==> src/rtl/lsl_shift_sequencer_pkg.sv <==
// Shared types and constants for the multi-cycle logical-shift-left sequencer.
package lsl_seq_pkg;
    localparam int STEP_MAX = 3;
    localparam int STEP_W   = 2;

    typedef enum logic [1:0] {
        IDLE  = 2'b00,
        SHIFT = 2'b01,
        DONE  = 2'b10
    } state_t;
endpackage

==> src/rtl/lsl_shift_sequencer_if.sv <==
// Operand/result handshake bundle between a producer/consumer and the shift sequencer.
interface lsl_shift_sequencer_if #(
    parameter int WIDTH = 8,
    parameter int SHW   = 4
);
    logic             in_valid;
    logic             in_ready;
    logic [WIDTH-1:0] d_in;
    logic [SHW-1:0]   shamt;
    logic             out_valid;
    logic             out_ready;
    logic [WIDTH-1:0] d_out;
    logic             busy;

    modport master (
        output in_valid, d_in, shamt, out_ready,
        input  in_ready, out_valid, d_out, busy
    );

    modport slave (
        input  in_valid, d_in, shamt, out_ready,
        output in_ready, out_valid, d_out, busy
    );
endinterface

==> src/rtl/lsl_shift_sequencer_step.sv <==
// One iteration stage: WIDTH-bit left shift by 0..3 positions, zero fill.
module lsl_step #(
    parameter int WIDTH = 8
) (
    input  logic [WIDTH-1:0] i_data,
    input  logic [1:0]       i_amt,
    output logic [WIDTH-1:0] o_data
);
    assign o_data = i_data << i_amt;
endmodule

==> src/rtl/lsl_shift_sequencer.sv <==
// Multi-cycle logical-shift-left sequencer: consumes up to 3 positions per cycle.
// Optional LSL_SAT_FAST_EN: amounts >= WIDTH complete at accept with a zero result.
module lsl_shift_sequencer
    import lsl_seq_pkg::*;
#(
    parameter int WIDTH = 8,
    parameter int SHW   = 4
) (
    input logic                 clk,
    input logic                 reset_n,
    lsl_shift_sequencer_if.slave bus
);
    state_t              r_state;
    logic [WIDTH-1:0]    r_data;
    logic [SHW-1:0]      r_rem;
    logic [STEP_W-1:0]   w_step;
    logic [WIDTH-1:0]    w_step_out;

    // Step never exceeds the remaining amount, so r_rem cannot underflow.
    always_comb begin
        w_step = r_rem[STEP_W-1:0];
        if (r_rem > SHW'(STEP_MAX))
            w_step = STEP_W'(STEP_MAX);
    end

    lsl_step #(.WIDTH(WIDTH)) u_step (
        .i_data (r_data),
        .i_amt  (w_step),
        .o_data (w_step_out)
    );

    always_ff @(posedge clk or negedge reset_n) begin
        if (!reset_n) begin
            r_state <= IDLE;
            r_data  <= '0;
            r_rem   <= '0;
        end else begin
            case (r_state)
                IDLE: begin
                    if (bus.in_valid) begin
`ifdef LSL_SAT_FAST_EN
                        if (int'(bus.shamt) >= WIDTH) begin
                            r_data  <= '0;
                            r_rem   <= '0;
                            r_state <= DONE;
                        end else begin
`else
                        begin
`endif
                            r_data  <= bus.d_in;
                            r_rem   <= bus.shamt;
                            r_state <= (bus.shamt == '0) ? DONE : SHIFT;
                        end
                    end
                end
                SHIFT: begin
                    r_data <= w_step_out;
                    r_rem  <= r_rem - SHW'(w_step);
                    if (r_rem <= SHW'(STEP_MAX))
                        r_state <= DONE;
                end
                DONE: begin
                    if (bus.out_ready)
                        r_state <= IDLE;
                end
                default: r_state <= IDLE;
            endcase
        end
    end

    assign bus.in_ready  = (r_state == IDLE);
    assign bus.out_valid = (r_state == DONE);
    assign bus.busy      = (r_state != IDLE);
    assign bus.d_out     = r_data;
endmodule

==> src/flat_wrapper.sv <==
// flat-port wrapper written by rule: the top's interface ports become plain ports
module lsl_shift_sequencer_flat import lsl_seq_pkg::*;
#(
    parameter int WIDTH = 8,
    parameter int SHW   = 4
)
  (clk, reset_n, bus_in_valid, bus_d_in, bus_shamt, bus_out_ready, bus_in_ready, bus_out_valid, bus_d_out, bus_busy);
  lsl_shift_sequencer_if #(.WIDTH(WIDTH), .SHW(SHW)) bus_i ();
  input logic clk;
  input logic reset_n;
  input wire logic [$bits(bus_i.in_valid)-1:0] bus_in_valid;
  input wire logic [$bits(bus_i.d_in)-1:0] bus_d_in;
  input wire logic [$bits(bus_i.shamt)-1:0] bus_shamt;
  input wire logic [$bits(bus_i.out_ready)-1:0] bus_out_ready;
  output wire logic [$bits(bus_i.in_ready)-1:0] bus_in_ready;
  output wire logic [$bits(bus_i.out_valid)-1:0] bus_out_valid;
  output wire logic [$bits(bus_i.d_out)-1:0] bus_d_out;
  output wire logic [$bits(bus_i.busy)-1:0] bus_busy;
  assign bus_i.in_valid = bus_in_valid;
  assign bus_i.d_in = bus_d_in;
  assign bus_i.shamt = bus_shamt;
  assign bus_i.out_ready = bus_out_ready;
  assign bus_in_ready = bus_i.in_ready;
  assign bus_out_valid = bus_i.out_valid;
  assign bus_d_out = bus_i.d_out;
  assign bus_busy = bus_i.busy;
  lsl_shift_sequencer #(.WIDTH(WIDTH), .SHW(SHW)) u_core (.clk(clk), .reset_n(reset_n), .bus(bus_i));
endmodule
==> config.mk <==
export PLATFORM = sky130hd
export DESIGN_NAME = lsl_shift_sequencer_flat
export DESIGN_NICKNAME = d
export VERILOG_FILES = /design/src/rtl/lsl_shift_sequencer_pkg.sv /design/src/rtl/lsl_shift_sequencer_if.sv /design/src/rtl/lsl_shift_sequencer_step.sv /design/src/rtl/lsl_shift_sequencer.sv /design/src/flat_wrapper.sv
export SDC_FILE = /design/constraint.sdc
export NUM_CORES = 1
export LEC_CHECK = 0
export ABC_AREA = 1
export CAP_MARGIN = 0
export CORE_MARGIN = 2
export CORE_UTILIZATION = 43
export CTS_CLUSTER_DIAMETER = 150
export DETAILED_ROUTE_END_ITERATION = 7
export HOLD_SLACK_MARGIN = 0.08
export PLACE_DENSITY = 0.75
export SETUP_SLACK_MARGIN = 0.05
export SLEW_MARGIN = 10
export SYNTH_ARGS = -nofsm -noshare
export SYNTH_HDL_FRONTEND = slang
export SYNTH_HIERARCHICAL = 1
export SYNTH_SLANG_ARGS = --single-unit
==> constraint.sdc <==
create_clock -name clk -period 1.4 [get_ports clk]
set_input_delay 0.14 -clock clk [delete_from_list [all_inputs] [get_ports clk]]
set_output_delay 0.14 -clock clk [all_outputs]
set_load 0.05 [all_outputs]
Word-level counts from Yosys, hierarchy flattened
Index checks and enable logic that the tools add are counted.
{"block": "totals", "regBits": 14, "latchBits": 0, "ram_bits": 0, "rom_bits": 0, "in_bits": 16, "memories": 0}
{"block": "classes", "add_sub_neg": 1, "multipliers": 0, "div_mod_pow": 0, "n_lt_le_gt_ge": 2, "eq_ne": 5, "n_shift": 1, "mux": 10, "bitwise_logic": 0, "reduce_logical": 6}
{"op": "$pmux W8 S2", "count": 1}
{"op": "$mux W2", "count": 5}
{"op": "$mux W8", "count": 1}
{"op": "$pmux W4 S2", "count": 1}
{"op": "$shl A8 B2 Y8", "count": 1}
{"op": "$pmux W2 S3", "count": 1}
{"op": "$gt A4 B2 Y1 const B", "count": 1}
{"op": "$le A4 B2 Y1 const B", "count": 1}
{"op": "$logic_not A4 Y1", "count": 1}
{"op": "$mux W4", "count": 1}
{"op": "$ne A2 B2 Y1 const B", "count": 2}
{"op": "$reduce_bool A2 Y1", "count": 2}
{"op": "$sub A4 B2 Y4", "count": 1}
{"op": "$reduce_and A3 Y1", "count": 1}
{"op": "$eq A2 B1 Y1 const B", "count": 1}
{"op": "$eq A2 B2 Y1 const B", "count": 1}
{"op": "$logic_not A2 Y1", "count": 1}
{"op": "$ne A2 B1 Y1 const B", "count": 1}
{"op": "$reduce_and A2 Y1", "count": 1}

Logic depth before layout (Yosys ltp)
{"block": "logic_depth", "ltp_word": 4, "mapped_depth": 11}

Cells and area by module
Netlist, hierarchy kept.
{"mod": "lsl_shift_sequencer", "n_inst": 1, "cells_each": 128, "area_per_inst_um2": 805.8, "seq_area_each_um2": 350.3}
{"mod": "lsl_step", "n_inst": 1, "cells_each": 47, "area_per_inst_um2": 239.0, "seq_area_each_um2": 0.0}

Worst setup path after synthesis
OpenSTA, ideal clock, no wires.
{"block": "synth_path", "kind": "register to register", "start": "reg u_core.r_state[0]", "end": "reg u_core.r_rem[3]", "t_arrival_ns": 1.886, "setup_slack_ns": -0.602, "path_stages_with_launch": 7, "synth_period_minus_slack_ns": 2.002, "path_cell_list": "dfrtp_1 -> nor2_1 -> inv_2 -> nor2_1 -> nor2_1 -> nand2_1 -> nand2_1"}
{"block": "synth_between", "elab_chain_cells": 3}
{"element": "start: declaration", "line": "lsl_shift_sequencer.sv:13", "rtl": "state_t r_state;"}
{"element": "start signal: assignment", "line": "lsl_shift_sequencer.sv:52", "rtl": "r_state <= (bus.shamt == '0) ? DONE : SHIFT;"}
{"element": "$logic_not A2 Y1 *"}
{"element": "named net bus_in_ready", "line": "flat_wrapper.sv:15", "rtl": "output wire logic [$bits(bus_i.in_ready)-1:0] bus_in_ready;"}
{"element": "$ne A2 B2 Y1 (no line) or $reduce_bool A2 Y1 (tied branches)"}
{"element": "$reduce_and A2 Y1 (no line)"}
{"element": "end signal: assignment", "line": "lsl_shift_sequencer.sv:51", "rtl": "r_rem <= bus.shamt;"}
{"element": "end signal: assignment", "line": "lsl_shift_sequencer.sv:58", "rtl": "r_rem <= r_rem - SHW'(w_step);"}
{"element": "end: declaration", "line": "lsl_shift_sequencer.sv:15", "rtl": "logic [SHW-1:0] r_rem;"}
Mark *: on every way through the listed nets, which the timed path passes. The rest lies on a longest branch.
A chain may end at the register's enable or synchronous reset.

Worst setup path in the final report
{"block": "layout_path", "start": "reg u_core.r_rem[2]", "end": "reg u_core.r_data[4] (netlist: u_core/bus.d_out[4])"}
{"block": "layout_between", "elab_chain_cells": 4}
{"element": "$gt A4 B2 Y1", "line": "lsl_shift_sequencer.sv:22", "rtl": "if (r_rem > SHW'(STEP_MAX))"}
{"element": "$mux W2", "line": "lsl_shift_sequencer.sv:22"}
{"element": "named net u_core.w_step[0]", "line": "lsl_shift_sequencer.sv:16", "rtl": "logic [STEP_W-1:0] w_step;"}
{"element": "$shl A8 B2 Y8", "line": "lsl_shift_sequencer_step.sv:9", "rtl": "assign o_data = i_data << i_amt;"}
{"element": "named net u_core.w_step_out[4]", "line": "lsl_shift_sequencer.sv:17", "rtl": "logic [WIDTH-1:0] w_step_out;"}
{"element": "$pmux W8 S2", "line": "lsl_shift_sequencer.sv:38", "rtl": "case (r_state)"}
{"element": "end signal: assignment", "line": "lsl_shift_sequencer.sv:50", "rtl": "r_data <= bus.d_in;"}
{"element": "end signal: assignment", "line": "lsl_shift_sequencer.sv:57", "rtl": "r_data <= w_step_out;"}
{"element": "end: declaration", "line": "lsl_shift_sequencer.sv:14", "rtl": "logic [WIDTH-1:0] r_data;"}
The timed path passes the listed nets, and every way through them passes these cells.

==> flow_metrics.py <==
metrics = {
    "outcome": {
        "status": "completed",
    },
    "routing": {
        "first_iter_violations": 19,
        "drc": 0,
        "num_vias": 1186,
        "drt_pass1_iterations": 4,
        "vias_per_cell": 4.98,
        "postRouteAntennaNets": 0,
        "route.final.wire_length_mm": 2.77,
        "average_routed_wire_per_standard_cell_um": 11.6,
    },
    "clock_tree": {
        "cts-buffers-inserted": 3,
        "clock-root-buffer": "clkbuf_4",
        "htreeDepth": 1,
        "cts_buffer_depth": 2,
        "tritoncts_clock_tree": "yes",
        "clock_insertion_delay_at_the_later_pin_of_the_skew_report_ns": 0.27,
        "post_cts_hold_buffer_count": 0,
        "cts_num_sinks": 14,
        "path_clk_slew_ns": 0.08,
    },
    "placed_design": {
        "place_ws_ns": -0.0226,
        "dp.final_hpwl_mm": 2.04,
        "dpl.cell_count": 231,
        "placement.io_buffers": 26,
        "dpl_cell_area_um2": 1480,
        "routabilityCongestion": 0.880,
    },
    "synth": {
        "syn_inst": 175,
        "syn_area_um2": 1040,
        "postSynthAreaPerCell_um2": 5.97,
        "synth-seq-cells": 14,
        "synth.yosys.seq_area_share": 0.335,
        "synthDistinctLibCells": 19,
        "postSynthNetCount": 192,
        "yosys_warn_count": 6,
    },
    "final_layout": {
        "layout-drive-gt1-share": 0.248,
        "fin_area_um2": 1590,
        "filler_cell_count": 194,
        "fin_nets": 229,
        "final_cell_mix": "83 x nand2_1, 18 x inv_1, 15 x clkdlybuf4s50_1",
        "final-instance-count-excl-fill": 238,
        "layout-area-overhead-vs-synth_pct": 52.6,
        "final_util": 0.707,
        "final_common_cell": "nand2_1",
        "antenna-diode-count": 0,
    },
    "global_route": {
        "number_of_antenna_violations_at_the_first_check_in_global_routing": 0,
        "first_global_vias": 1109,
        "grt_resource_usage_total": 0.218,
        "grt_max_degree": 15,
        "grt_first_pass_wirelength_mm": 4.51,
        "global_route.overflow_total": 0,
    },
    "worst_setup_path": {
        "crit_path_end_kind": "flip-flop",
        "path_type_of_the_worst_setup_path": "reg -> reg",
        "critPathArrivalTime_ns": 1.56,
        "cp.required_ns": 1.56,
        "worstPathMaxFanout": 8,
        "cp-start-kind": "flip-flop",
    },
    "timing": {
        "timing_hold_violations_final": 0,
        "setup_repair_after_global_routing_missed_its_margin": "true",
        "fin_ws_ns": 0.00244,
        "max_freq_ghz": 0.716,
        "timing.clock.skew_ns": 0.00600,
        "post-route-period-util": 0.998,
        "worst_slew_margin_rel": 0.736,
        "sum_of_negative_setup_slack_ns": 0,
        "worst_tran_pin_value_ns": 0.396,
        "timing_max_transition_violations_final": 0,
        "timing.final.crit_period_ns": 1.40,
        "final-setup-viol-count": 0,
    },
    "floorplan": {
        "floorplan.initialDensity": 0.463,
        "die_height_um": 53.3,
        "io-pin-count": 27,
        "core_region_area_um2": 2250,
        "placement_rows": 17,
        "chipWidth_um": 53.3,
        "fp.dieArea_um2": 2840,
    },
    "power": {
        "worst_ir_drop_vdd_mv": 2.13,
        "pwr_density_cell_nw_per_um2": 2780,
        "static-leakage-power_uw": 0.000876,
    },
    "hold_path": {
        "kind_of_path_behind_the_tightest_hold_check": "in -> async",
    },
    "flow_run": {
        "maxCapViolCount": 0,
    },
}
## layer usage
metal	global-route usage	share of wire
met1	0.240	0.41
met4	0.107	0.023
met5	0	0
met3	0.0282	0.057
met2	0.403	0.51
## Yosys cell counts (all sizes together)
master,number,area (um^2)
nand2,96,385
inv,21,86.3
nor2,16,62.6
nand3,15,75.1
dfrtp,14,350
buf,6,41.3
o21ai,3,15.0
a21oi,1,5.00
ha,1,12.5
nor3,1,5.00
or2,1,6.26
## flip-flops by register name, summed over array words and instances (netlist names)
name	cells
u_core/r_state	2
u_core/bus.d_out	8
u_core/r_rem	4
## cells by family after synthesis
group	share of synthesized area
and+or+nand+nor	0.511
buffers and inverters	0.122
DFF	0.335
AOI/OAI and AO/OA	0.0192
adders and majority gates	0.0120
## power by group
| group | internal, uW | leakage, uW | switching [uW] |
|---|---|---|---|
| clock network | 99.6 | 0.0000138 | 122 |
| registers | 601 | 0.000174 | 223 |
| logic | 1410 | 0.000688 | 1980 |
| total | 2110 | 0.000876 | 2320 |
## per-stage QoR
step | power [uW] | hold slack [ns]
final | 4430 | 0.161
after detailed placement | 3900 | 0.470
after global placement | 3820 | 0.469
after floorplan | 2760 | -0.156
after CTS | 4280 | 0.166
after global routing | 4780 | 0.175
## worst max-delay path: stages, from the launching register on
cell	delay, ns
dfrtp_1	0.41
nor2_2	0.15
nand2_2	0.08
buf_6	0.14
clkinv_8	0.07
nand2_2	0.06
nand3_1	0.07
nand2_1	0.06
nand2_1	0.05
nand2_1	0.06
nand2_1	0.07
nand2_1	0.06
## path summary, 6_finish.rpt
check | startpoint | end | slack (ns) | cells after the start
worst max register to register | u_core/r_rem[2] | u_core/bus.d_out[4] | 0.002 | 11
worst min register to register | u_core/bus.d_out[6] | u_core/bus.d_out[6] | 0.57 | 2
min in group clk | bus_shamt[3] | u_core/r_rem[3] | 0.42 | 3
worst min-delay path | reset_n | u_core/r_rem[1] | 0.16 | 2
worst max-delay path | u_core/r_rem[2] | u_core/bus.d_out[4] | 0.002 | 11
max in group asynchronous | reset_n | u_core/bus.d_out[4] | 1.06 | 2
## area by class of cell
cell class                      count  area [um^2]  share of cell area
Inverter                           21         96.3              0.0604
Timing Repair Buffer               38          465               0.292
Multi-Input combinational cell    134          624               0.392
Tap cell                           28         35.0              0.0220
Sequential cell                    14          350               0.220
Clock buffer                        3         22.5              0.0141
## what timing repair did
| action | CTS | global route |
|---|---|---|
| pin swaps | 1 | 5 |
| setup buffers | 3 | 0 |
| gates cloned | 0 | 1 |
| resized for setup | 8 | 10 |
| setup endpoints to repair | 9 | 12 |
Note: power is estimated with default switching activity, not from simulation.
